--- src/rtl/mem_access_unit.sv ---
// Load/store unit between the pipeline control stage and a single-port word RAM.
// Handles byte/half/word alignment, lane steering, load extension and misalignment faults.
module mem_access_unit #(
    parameter int ADDR_BITS = 12
) (
    input  logic                 clk,
    input  logic                 rst,
    input  logic                 req_valid,
    input  logic                 req_we,
    input  logic [31:0]          req_addr,
    input  logic [31:0]          req_wdata,
    input  logic [1:0]           req_size,
    input  logic                 req_unsigned,
    output logic                 req_ready,
    output logic                 resp_valid,
    output logic [31:0]          resp_rdata,
    output logic                 misalign,
    output logic                 ram_en,
    output logic [3:0]           ram_we,
    output logic [ADDR_BITS-1:0] ram_addr,
    output logic [31:0]          ram_wdata,
    input  logic [31:0]          ram_rdata
);

    localparam logic [1:0] ST_IDLE  = 2'd0;
    localparam logic [1:0] ST_ISSUE = 2'd1;
    localparam logic [1:0] ST_WAIT  = 2'd2;
    localparam logic [1:0] ST_RESP  = 2'd3;

    localparam logic [1:0] SZ_BYTE = 2'b00;
    localparam logic [1:0] SZ_HALF = 2'b01;
    localparam logic [1:0] SZ_WORD = 2'b10;

    function automatic logic is_misaligned(input logic [1:0] size, input logic [1:0] off);
        logic bad;
        case (size)
            SZ_BYTE: bad = 1'b0;
            SZ_HALF: bad = off[0];
            SZ_WORD: bad = (off != 2'b00);
            default: bad = 1'b1;
        endcase
        return bad;
    endfunction

    function automatic logic [3:0] store_strobe(input logic [1:0] size, input logic [1:0] off);
        logic [3:0] stb;
        case (size)
            SZ_BYTE: stb = 4'b0001 << off;
            SZ_HALF: stb = off[1] ? 4'b1100 : 4'b0011;
            SZ_WORD: stb = 4'b1111;
            default: stb = 4'b0000;
        endcase
        return stb;
    endfunction

    function automatic logic [31:0] store_data(input logic [1:0] size, input logic [31:0] wdata);
        logic [31:0] d;
        case (size)
            SZ_BYTE: d = {4{wdata[7:0]}};
            SZ_HALF: d = {2{wdata[15:0]}};
            SZ_WORD: d = wdata;
            default: d = 32'h0000_0000;
        endcase
        return d;
    endfunction

    function automatic logic [31:0] load_extend(input logic [1:0]  size,
                                                input logic [1:0]  off,
                                                input logic        uns,
                                                input logic [31:0] rdata);
        logic [7:0]  b;
        logic [15:0] h;
        logic [31:0] d;
        case (off)
            2'b00:   b = rdata[7:0];
            2'b01:   b = rdata[15:8];
            2'b10:   b = rdata[23:16];
            2'b11:   b = rdata[31:24];
            default: b = 8'h00;
        endcase
        h = off[1] ? rdata[31:16] : rdata[15:0];
        case (size)
            SZ_BYTE: d = uns ? {24'h00_0000, b} : {{24{b[7]}}, b};
            SZ_HALF: d = uns ? {16'h0000, h} : {{16{h[15]}}, h};
            SZ_WORD: d = rdata;
            default: d = 32'h0000_0000;
        endcase
        return d;
    endfunction

    logic [1:0]           state_r;
    logic [1:0]           state_nxt_s;
    logic                 req_ready_r;
    logic                 resp_valid_r;
    logic [31:0]          resp_rdata_r;
    logic                 misalign_r;
    logic                 ram_en_r;
    logic [3:0]           ram_we_r;
    logic [ADDR_BITS-1:0] ram_addr_r;
    logic [31:0]          ram_wdata_r;

    logic                 we_r;
    logic [1:0]           off_r;
    logic [1:0]           size_r;
    logic                 uns_r;

    logic                 accept_s;
    logic                 bad_s;
    logic                 addr_unused_s;

    assign accept_s      = req_valid && req_ready_r;
    assign bad_s         = is_misaligned(req_size, req_addr[1:0]);
    // Address bits above the RAM window are dropped so accesses wrap.
    assign addr_unused_s = ^req_addr[31:ADDR_BITS+2];

    // Next-state decode for the request sequencer.
    always_comb begin
        state_nxt_s = state_r;
        case (state_r)
            ST_IDLE: begin
                if (accept_s) begin
                    state_nxt_s = bad_s ? ST_RESP : ST_ISSUE;
                end else begin
                    state_nxt_s = ST_IDLE;
                end
            end
            ST_ISSUE: state_nxt_s = we_r ? ST_RESP : ST_WAIT;
            ST_WAIT:  state_nxt_s = ST_RESP;
            ST_RESP:  state_nxt_s = ST_IDLE;
            default:  state_nxt_s = ST_IDLE;
        endcase
    end

    // State, captured request fields and all registered outputs.
    always_ff @(posedge clk) begin
        if (rst) begin
            state_r      <= ST_IDLE;
            req_ready_r  <= 1'b1;
            resp_valid_r <= 1'b0;
            resp_rdata_r <= 32'h0000_0000;
            misalign_r   <= 1'b0;
            ram_en_r     <= 1'b0;
            ram_we_r     <= 4'b0000;
            ram_addr_r   <= '0;
            ram_wdata_r  <= 32'h0000_0000;
            we_r         <= 1'b0;
            off_r        <= 2'b00;
            size_r       <= 2'b00;
            uns_r        <= 1'b0;
        end else begin
            state_r      <= state_nxt_s;
            req_ready_r  <= (state_nxt_s == ST_IDLE);
            resp_valid_r <= (state_nxt_s == ST_RESP);
            ram_en_r     <= (state_nxt_s == ST_ISSUE);
            case (state_r)
                ST_IDLE: begin
                    if (accept_s) begin
                        we_r       <= req_we;
                        off_r      <= req_addr[1:0];
                        size_r     <= req_size;
                        uns_r      <= req_unsigned;
                        misalign_r <= bad_s;
                        if (!bad_s) begin
                            ram_addr_r <= req_addr[ADDR_BITS+1:2];
                        end
                        ram_we_r    <= (req_we && !bad_s) ? store_strobe(req_size, req_addr[1:0]) : 4'b0000;
                        ram_wdata_r <= (req_we && !bad_s) ? store_data(req_size, req_wdata) : 32'h0000_0000;
                        if (bad_s) begin
                            resp_rdata_r <= 32'h0000_0000;
                        end
                    end
                end
                ST_ISSUE: begin
                    ram_we_r <= 4'b0000;
                    if (we_r) begin
                        resp_rdata_r <= 32'h0000_0000;
                    end
                end
                ST_WAIT: begin
                    resp_rdata_r <= load_extend(size_r, off_r, uns_r, ram_rdata);
                end
                ST_RESP: begin
                    misalign_r <= 1'b0;
                end
                default: begin
                    ram_we_r <= 4'b0000;
                end
            endcase
        end
    end

    assign req_ready  = req_ready_r;
    assign resp_valid = resp_valid_r;
    assign resp_rdata = resp_rdata_r;
    assign misalign   = misalign_r;
    assign ram_en     = ram_en_r;
    assign ram_we     = ram_we_r;
    assign ram_addr   = ram_addr_r;
    assign ram_wdata  = ram_wdata_r;

endmodule

--- config.mk ---
export PLATFORM = sky130hd
export DESIGN_NAME = mem_access_unit
export DESIGN_NICKNAME = d
export VERILOG_FILES = /design/src/rtl/mem_access_unit.sv
export SDC_FILE = /design/constraint.sdc
export NUM_CORES = 1
export LEC_CHECK = 0
export CORE_ASPECT_RATIO = 0.6
export CORE_MARGIN = 4
export CORE_UTILIZATION = 40
export DETAILED_ROUTE_END_ITERATION = 7
export GPL_ROUTABILITY_DRIVEN = 0
export HOLD_SLACK_MARGIN = 0.1
export PLACE_DENSITY = 0.76
export SETUP_SLACK_MARGIN = 0.4
export SLEW_MARGIN = 20
export SYNTH_ARGS = -nofsm -noshare
export SYNTH_HDL_FRONTEND = slang
export SYNTH_SLANG_ARGS = --single-unit
--- constraint.sdc ---
create_clock -name clk -period 3 [get_ports clk]
set_input_delay 0.3 -clock clk [delete_from_list [all_inputs] [get_ports clk]]
set_output_delay 0.3 -clock clk [all_outputs]
set_load 0.1 [all_outputs]
==> results of run 1 <==
[worst max-delay path by stage]
stage                                startpoint                     endpoint  depth (start not counted)
final                     state_r[0]$_SDFF_PP0_  resp_rdata[26]$_SDFFE_PP0P_                          6
after global routing      state_r[0]$_SDFF_PP0_  resp_rdata[26]$_SDFFE_PP0P_                          6
after CTS                 state_r[0]$_SDFF_PP0_  resp_rdata[26]$_SDFFE_PP0P_                          6
after detailed placement              req_valid  resp_rdata[26]$_SDFFE_PP0P_                          5
after global placement                req_valid  resp_rdata[25]$_SDFFE_PP0P_                          5
after floorplan            req_ready$_SDFF_PP1_  resp_rdata[10]$_SDFFE_PP0P_                          6
[logic make-up after synthesis]
family / Yosys count / share of synthesized area (%)
multiplexers: 31 / 7.38
AO/OA/AOI/OAI: 155 / 25.2
buffers and inverters: 50 / 5.84
flip-flops: 92 / 43.4
AND/OR/NAND/NOR: 141 / 16.9
adder cells (fa/ha/maj): 4 / 1.18
[power by group through the flow]
stage	Sequential (mW)	Combinational, mW	Clock, mW
6_report	1.32	0.939	1.25
5_1_grt	1.33	1.01	1.34
4_1_cts	1.32	0.935	1.28
3_5_place_dp	1.34	0.931	0
3_3_place_gp	1.34	0.919	0
2_1_floorplan	1.61	0.402	0
[per-stage QoR]
| stage | std cells | power, mW | utilization (%) |
|---|---|---|---|
| floorplan | 473 | 2.01 | - |
| global placement | 746 | 2.26 | 57.1 |
| detailed placement | 746 | 2.27 | 57.1 |
| CTS | 762 | 3.53 | 60.4 |
| global route | 762 | 3.67 | 60.4 |
| finish | 762 | 3.51 | 60.4 |
[layout make-up]
| cell class | instances | area, um2 |
|---|---|---|
| flip-flops and latches | 92 | 1840 |
| multi-input cells | 331 | 2150 |
| well taps | 135 | 169 |
| clock inverters | 5 | 82.6 |
| inverters | 10 | 37.5 |
| fillers | 910 | 3990 |
| repair buffers | 178 | 1560 |
| clock buffers | 11 | 253 |
[worst register-to-register path, cell delays in order, from the launching register on]
cell	delay (ns)
dfxtp_1	0.33
inv_1	0.08
ha_1	0.23
and3_1	0.34
a32o_2	0.31
nand4_2	0.55
o2bb2ai_1	0.43
[cells in the mapped netlist (2+ instances only)]
cell type	instances	area, um2
a211oi_1	24	180
a21o_1	3	22.5
a21oi_1	44	220
a22oi_1	9	67.6
a31oi_1	8	50.1
and2_0	8	50.1
and2_1	9	56.3
buf_1	2	7.51
buf_2	12	60.1
buf_6	6	67.6
clkbuf_1	20	75.1
dfxtp_1	92	1840
ha_1	4	50.1
inv_1	10	37.5
mux2_2	2	22.5
mux2i_1	29	290
nand2_1	40	150
nand2b_1	11	68.8
nand3_1	2	10.0
nor2_1	33	124
nor2b_1	25	156
nor3_1	2	10.0
nor4_1	2	12.5
o21ai_0	20	100
o2bb2ai_1	32	280
o32ai_1	7	61.3
[registers in the layout (all words and copies together), names as in the netlist, 2 cells and up]
register,flops
resp_rdata,32
ram_addr,12
state_r,2
ram_wdata,32
ram_we,4
off_r,2
size_r,2
[layer usage]
layer	global-route usage, %	vias up
li1	-	2002
met1	30.3	1925
met2	32.9	146
met3	6.82	21
met4	5.28	0
met5	0	-
==> flow_summary.json, run 1 <==
{
  "status": "complete, no violations",
  "hold_path_class": "primary input to register",
  "rrSetupSlack_ns": 0.63,
  "cp_cell_sequence": "inv_1 > ha_1 > and3_1 > a32o_2 > nand4_2 > o2bb2ai_1",
  "synth_cells": 473,
  "wl_met1_mm": 6.18,
  "critPathCaptureType": "register",
  "ctsRootBufferMaster": "clkbuf_16",
  "yosysUniqueCellTypes": 43,
  "combPwrFrac_pct": 26.8,
  "fin_crit_sh_pct": 79.0,
  "cts_tree": "done",
  "cp.arrival_ns": 2.60,
  "drt_wl_total_mm": 13.3,
  "whs_endpoint": "ram_addr[5]$_SDFFE_PP0P_",
  "htreeDepth": 3,
  "met2_wirelength_mm": 5.82,
  "clockBufferDepth": 2,
  "postSynth.asyncResetShare_pct": 0,
  "placedInstanceArea_um2": 5760,
  "grt_pass1_wl_mm": 21.4,
  "worst_r2r_endpoint": "resp_rdata[26]$_SDFFE_PP0P_",
  "regToRegStartpoint": "state_r[0]$_SDFF_PP0_",
  "maxSlewViolCount": 0,
  "portBuffers": 168,
  "drtPass1Iterations": 5,
  "skew_ns": 0.00809,
  "synth_nets": 580,
  "cts_setup_buffers": 0,
  "grt_max_degree": 47,
  "crit_path_start_kind": "register",
  "synth_flop_cell": "dfxtp_1",
  "tightest_slew_ns": 0.991,
  "cts_buffers": 9,
  "synth_edf_count": 0,
  "die_w_um": 141,
  "min_period_ns": 2.37,
  "area_growth_pct": 43.8,
  "path_buf_inv": 1,
  "avgRoutedWirePerCell_um": 17.4,
  "tns_ns": 0,
  "synth_warnings": 0,
  "max_freq_ghz": 0.422,
  "start_util_pct": 42.0,
  "setup_ws_ns": 0.630,
  "crit_fanout": 25,
  "clock_power_share_pct": 35.7,
  "grt_pass1_vias": 4063,
  "rsz0062_at_grt": "false",
  "p_switching_mw": 1.14,
  "pre_cts_ws_ns": 0.429,
  "whs_path_depth": 2,
  "cap_violations": 0,
  "wl_met3_mm": 1.06,
  "relSlewSlack_pct": 33.7,
  "fin_nets": 729,
  "viasPerCell": 5.37,
  "dieArea_um2": 12400,
  "cts_resized": 0,
  "worstSetupPathType": "register to register",
  "reg2reg_depth": 6,
  "antenna_found_initial": 0,
  "grt_usage_pct": 21.7,
  "peakVddDrop_mv": 0.310,
  "routed.top_layer": "met4",
  "fin_area_um2": 6100,
  "drt_iter0_markers": 330,
  "ios": 187,
  "clk_pin_slew_ns": 0.06,
  "vias": 4094,
  "swShare_pct": 32.5,
  "p_per_area_nw_per_um2": 575,
  "clkLatencyLatePin_ns": 0.34,
  "diodes": 0,
  "hold_start": "rst",
  "syn_area_per_cell_um2": 8.96,
  "yosys_register_bits": 92,
  "internal_power_mw": 2.37,
  "cp_top_family": "simple AND/OR/NAND/NOR gates",
  "clkSinkCount": 92,
  "cellLeakagePower_nw": 2.43,
  "yosysSeqAreaShare_pct": 43.4,
  "drive_gt1_share_pct": 17.7,
  "die_h_um": 87.7,
  "hold_buffers": 0,
  "drtAntennaViolNets": 0,
  "final_cell_mix": "clkdlybuf4s50_1, dfxtp_1, buf_4",
  "gr-total-overflow": 0,
  "syn-cell-area_um2": 4240,
  "setup_viol": 0,
  "rows": 28,
  "holdWs_ns": 0.309,
  "route.detailed.drc": 0,
  "p_seq_share_pct": 37.5,
  "worstPathRequired_ns": 3.23,
  "cpMaxStageDelayCell": "nand4_2",
  "hold_viol_final": 0,
  "core-area_um2": 10100,
  "cpPeakStageDelay_ns": 0.55,
  "hpwl_mm": 10.0
}
No activity file was read; power rests on OpenSTA's default activity.
==> run 2: changes to the inputs <==
==> constraint.sdc (replaced) <==
create_clock -name clk -period 2.4 [get_ports clk]
set_input_delay 0.24 -clock clk [delete_from_list [all_inputs] [get_ports clk]]
set_output_delay 0.24 -clock clk [all_outputs]
set_load 0.1 [all_outputs]
==> run 2 against run 1 <==
Combinational power rose by 32%. Largest power group unchanged. Global-route usage fell by 0.34 points. Critical endpoint is now resp_rdata[29]$_SDFFE_PP0P_. Setup slack got worse by 0.13 ns.
==> flow_summary.json, run 2 (synthesized netlist as in run 1, its figures left out) <==
{
  "whs_path_depth": 2,
  "relSlewSlack_pct": 59.5,
  "ctsRootBufferMaster": "clkbuf_16",
  "min_period_ns": 1.90,
  "dieArea_um2": 12400,
  "rows": 28,
  "worstPathRequired_ns": 2.66,
  "tightest_slew_ns": 0.590,
  "start_util_pct": 42.0,
  "htreeDepth": 3,
  "rrSetupSlack_ns": 0.50,
  "final_cell_mix": "buf_4, dfxtp_1, clkdlybuf4s50_1",
  "gr-total-overflow": 0,
  "maxSlewViolCount": 0,
  "cts_tree": "done",
  "worstSetupPathType": "register to register",
  "die_h_um": 87.7,
  "setup_viol": 0,
  "diodes": 0,
  "clkLatencyLatePin_ns": 0.34,
  "clockBufferDepth": 2,
  "p_per_area_nw_per_um2": 719,
  "regToRegStartpoint": "size_r[1]$_SDFFE_PP0P_",
  "peakVddDrop_mv": 0.472,
  "grt_usage_pct": 21.4,
  "mostFrequentLayoutCell": "buf_4",
  "portBuffers": 168,
  "tns_ns": 0,
  "holdWs_ns": 0.242,
  "hpwl_mm": 10.1,
  "core-area_um2": 10100,
  "placedInstanceArea_um2": 5800,
  "worst_r2r_endpoint": "resp_rdata[29]$_SDFFE_PP0P_",
  "cts_setup_buffers": 0,
  "drt_wl_total_mm": 13.5,
  "area_growth_pct": 45.5,
  "clk_pin_slew_ns": 0.07,
  "clkSinkCount": 92,
  "drt_iter0_markers": 191,
  "drive_gt1_share_pct": 20.4,
  "antenna_found_initial": 0,
  "grt_max_degree": 52,
  "drtPass1Iterations": 5,
  "fin_area_um2": 6170,
  "grt_pass1_wl_mm": 21.0,
  "crit_fanout": 12,
  "rsz0062_at_grt": "true",
  "grt_pass1_vias": 3974,
  "hold_start": "rst",
  "fin_nets": 733,
  "ios": 187,
  "die_w_um": 141,
  "whs_endpoint": "uns_r$_SDFFE_PP0P_",
  "cap_violations": 0,
  "route.detailed.drc": 0,
  "avgRoutedWirePerCell_um": 17.7,
  "cp.arrival_ns": 2.16,
  "viasPerCell": 5.33,
  "reg2reg_depth": 4,
  "max_freq_ghz": 0.527,
  "skew_ns": 0.00765,
  "fin_crit_sh_pct": 79.0,
  "nFillCells": 902,
  "hold_path_class": "primary input to register",
  "cellLeakagePower_nw": 2.48,
  "vias": 4079,
  "cts_buffers": 9,
  "hold_viol_final": 0,
  "critPathCaptureType": "register",
  "status": "complete, no violations",
  "drtAntennaViolNets": 0,
  "crit_path_start_kind": "register"
}
[run 2: changes by cell type in the layout (fill, tap and decap cells not counted), sizes merged]
cell / change
clkinv: -2
buf: +12
clkinvlp: +1
inv: +2
clkbuf: -1
clkdlybuf4s50: -9
o22ai: +1
[run 2: worst max-delay path, stage by stage (launching register included)]
cell,delay (ns)
dfxtp_1,0.40
or4_1,0.66
o22ai_4,0.45
a211oi_1,0.11
o2bb2ai_1,0.19
[run 2: area by class of cell]
type | count | area (um2) | area share [%]
sequential | 92 | 1840 | 29.9
multi-input combinational | 332 | 2180 | 35.4
clock inverter | 6 | 93.8 | 1.52
clock buffer | 10 | 239 | 3.88
tap | 135 | 169 | 2.74
inverter | 10 | 37.5 | 0.609
timing repair buffer | 181 | 1600 | 26.0
[run 2: routing by layer]
layer  wire [um]  track usage [%]  up-vias
met4         119             4.49        0
met1        6470             29.4     1928
met2        6000             32.7      132
met5           0                0        -
li1            -                -     2008
met3         939             7.36       11
[run 2: power breakdown]
group	switching (mW)	internal, mW	total [mW]
combinational	0.818	0.422	1.24
sequential	0.0481	1.59	1.64
clock	0.604	0.952	1.56
total	1.47	2.97	4.44
[run 2: worst max-delay path by stage]
stage               slack, ns                           to                   start  cells past startpoint
detailed placement       0.31  resp_rdata[29]$_SDFFE_PP0P_             req_addr[1]                      6
global placement         0.38   resp_rdata[3]$_SDFFE_PP0P_             req_addr[0]                      6
global route             0.35  resp_rdata[29]$_SDFFE_PP0P_  size_r[1]$_SDFFE_PP0P_                      4
floorplan                0.61  resp_rdata[10]$_SDFFE_PP0P_    req_ready$_SDFF_PP1_                      6
CTS                      0.40  resp_rdata[29]$_SDFFE_PP0P_   off_r[1]$_SDFFE_PP0P_                      5
finish                   0.50  resp_rdata[29]$_SDFFE_PP0P_  size_r[1]$_SDFFE_PP0P_                      4
[run 2: per-stage QoR]
step	instances	worst slack (ns)	total power [mW]	utilization [%]
floorplan	473	0.607	2.51	-
global placement	749	0.377	2.85	57.5
detailed placement	749	0.311	2.87	57.5
CTS	765	0.395	4.44	60.8
global route	766	0.354	4.62	61.1
finish	766	0.503	4.44	61.1
[run 2: repair_timing]
action | CTS | global route
gates resized for setup | 1 | 4
hold buffers | 0 | 0
setup endpoints to repair | 1 | 32
pin swaps | 0 | 1
gates cloned | 0 | 1
==> run 3: changes to the inputs <==
--- a/config.mk
+++ b/config.mk
@@ -7,7 +7,7 @@
 export LEC_CHECK = 0
 export CORE_ASPECT_RATIO = 0.6
 export CORE_MARGIN = 4
-export CORE_UTILIZATION = 40
+export CORE_UTILIZATION = 38
 export DETAILED_ROUTE_END_ITERATION = 7
 export GPL_ROUTABILITY_DRIVEN = 0
 export HOLD_SLACK_MARGIN = 0.1
==> constraint.sdc (replaced) <==
create_clock -name clk -period 1.74 [get_ports clk]
set_input_delay 0.174 -clock clk [delete_from_list [all_inputs] [get_ports clk]]
set_output_delay 0.174 -clock clk [all_outputs]
set_load 0.1 [all_outputs]
==> run 3 against run 2 <==
Non-clock buffer count grew 64. Cell count grew 8.7%. The flow now finishes with violations (setup timing). Largest cell class unchanged. Critical endpoint is now resp_rdata[9]$_SDFFE_PP0P_. Critical path depth grew 4. Worst hold slack lost 0.032 ns. Register-to-register slack lost 0.50 ns. Fmax grew 8.9%. Setup slack lost 0.50 ns. Global-route usage grew 1.1 points. Clock power grew 40%. Combinational power grew 100%.
==> flow_summary.json, run 3 (synthesized netlist as in run 1, its figures left out) <==
{
  "setup_viol": 2,
  "start_util_pct": 39.5,
  "hold_viol_final": 0,
  "fin_crit_sh_pct": 100,
  "regToRegStartpoint": "state_r[0]$_SDFF_PP0_",
  "critPathCaptureType": "register",
  "ios": 187,
  "avgRoutedWirePerCell_um": 19.6,
  "fin_nets": 796,
  "routed.top_layer": "met4",
  "met2_wirelength_mm": 7.38,
  "grt_pass1_wl_mm": 23.4,
  "holdWs_ns": 0.210,
  "tightest_slew_ns": 0.416,
  "core-area_um2": 10700,
  "die_h_um": 89.8,
  "vias": 4562,
  "drtPass1Iterations": 5,
  "maxSlewViolCount": 0,
  "grt_pass1_vias": 4328,
  "drive_gt1_share_pct": 42.9,
  "whs_endpoint": "misalign$_SDFFE_PP0P_",
  "drt_wl_total_mm": 16.3,
  "ctsRootBufferMaster": "clkbuf_16",
  "clkLatencyLatePin_ns": 0.34,
  "peakVddDrop_mv": 0.583,
  "wl_met3_mm": 1.21,
  "htreeDepth": 3,
  "violations": "setup timing",
  "grt_usage_pct": 22.5,
  "route.detailed.drc": 0,
  "p_per_area_nw_per_um2": 926,
  "cts_tree": "done",
  "crit_path_start_kind": "register",
  "cp.arrival_ns": 2.01,
  "rows": 29,
  "min_period_ns": 1.74,
  "clk_pin_slew_ns": 0.07,
  "viasPerCell": 5.48,
  "cap_violations": 0,
  "setup_ws_ns": -0.00114,
  "drtAntennaViolNets": 0,
  "portBuffers": 168,
  "hpwl_mm": 10.5,
  "whs_path_depth": 2,
  "final_cell_mix": "buf_4, dfxtp_1, clkdlybuf4s50_1",
  "clkSinkCount": 92,
  "area_growth_pct": 77.9,
  "gr-total-overflow": 0,
  "status": "complete, but fails checks",
  "relSlewSlack_pct": 72.2,
  "drt_iter0_markers": 276,
  "hold_path_class": "primary input to register",
  "crit_fanout": 8,
  "max_freq_ghz": 0.574,
  "dieArea_um2": 13000,
  "diodes": 0,
  "wl_met1_mm": 7.49,
  "grt_max_degree": 51,
  "die_w_um": 144,
  "mostFrequentLayoutCell": "buf_4",
  "hold_start": "rst",
  "rsz0062_at_grt": "true",
  "tns_ns": -0.00221,
  "skew_ns": 0.00707,
  "power_mw": 6.98,
  "cts_buffers": 9,
  "rrSetupSlack_ns": -0.001,
  "antenna_found_initial": 0,
  "worst_r2r_endpoint": "resp_rdata[9]$_SDFFE_PP0P_",
  "hold_buffers": 0,
  "worstSetupPathType": "register to register",
  "cellLeakagePower_nw": 3.08,
  "clockBufferDepth": 2,
  "reg2reg_depth": 8,
  "worstPathRequired_ns": 2.01
}
## run 3: cell count changes in the layout (fill, tap and decap cells not counted), sizes merged
cell	before	now
buf	98	158
bufbuf	0	2
clkbuf	10	12
clkdlybuf4s50	83	81
dlygate4sd2	0	2
clkinv	0	1
clkinvlp	1	0
o22ai	2	1
## run 3: area by class of cell
type                       count  area (um2)
clock buffer                  10         239
inverter                      10        37.5
tap                          139         174
multi-input combinational    331        2740
timing repair buffer         245        2410
clock inverter                 6        91.3
sequential                    92        1860
fill                         803        3200
## run 3: through the flow
stage,cells,worst slack [ns],util [%],cell area (um2)
after floorplan,473,0.112,-,4350
after global placement,777,-0.149,56.9,6110
after detailed placement,777,-0.192,56.9,6110
after CTS,819,0.0774,65.1,6990
after global routing,833,-0.0404,70.2,7540
final,833,-0.00114,70.2,7540
## run 3: worst max-delay path: stages (launching register included)
cell       delay [ns]
dfxtp_2          0.36
inv_2            0.06
ha_4             0.17
and3_4           0.15
a32o_2           0.29
a21oi_4          0.20
buf_12           0.15
clkbuf_16        0.17
o2bb2ai_2        0.11
## run 3: where the power goes
part	internal (mW)	switching (mW)	leakage (nW)
clock	1.31	0.866	0.164
combinational	1.10	1.42	2.16
sequential	2.20	0.0767	0.748
total	4.62	2.37	3.08
## run 3: timing repair
action | in CTS | in global routing
pin swaps | 30 | 49
buffers inserted | 19 | 11
cloned | 7 | 3
endpoints found under the setup margin | 85 | 92
gates resized for setup | 65 | 80
## run 3: layer usage
metal,global-route usage (%),vias up
met4,5.28,0
met1,32.7,2189
met5,0,-
met3,5.89,28
met2,33.3,195
li1,-,2150
## run 3: worst max path at each step
stage,from,endpoint,slack (ns),cells past startpoint
after floorplan,req_ready$_SDFF_PP1_,resp_rdata[10]$_SDFFE_PP0P_,0.11,6
after global placement,ram_rdata[31],resp_rdata[26]$_SDFFE_PP0P_,-0.15,5
after detailed placement,ram_rdata[15],resp_rdata[20]$_SDFFE_PP0P_,-0.19,5
after CTS,size_r[1]$_SDFFE_PP0P_,resp_rdata[25]$_SDFFE_PP0P_,0.08,6
after global routing,state_r[1]$_SDFF_PP0_,resp_rdata[3]$_SDFFE_PP0P_,-0.04,6
final,state_r[0]$_SDFF_PP0_,resp_rdata[9]$_SDFFE_PP0P_,-0.001,8
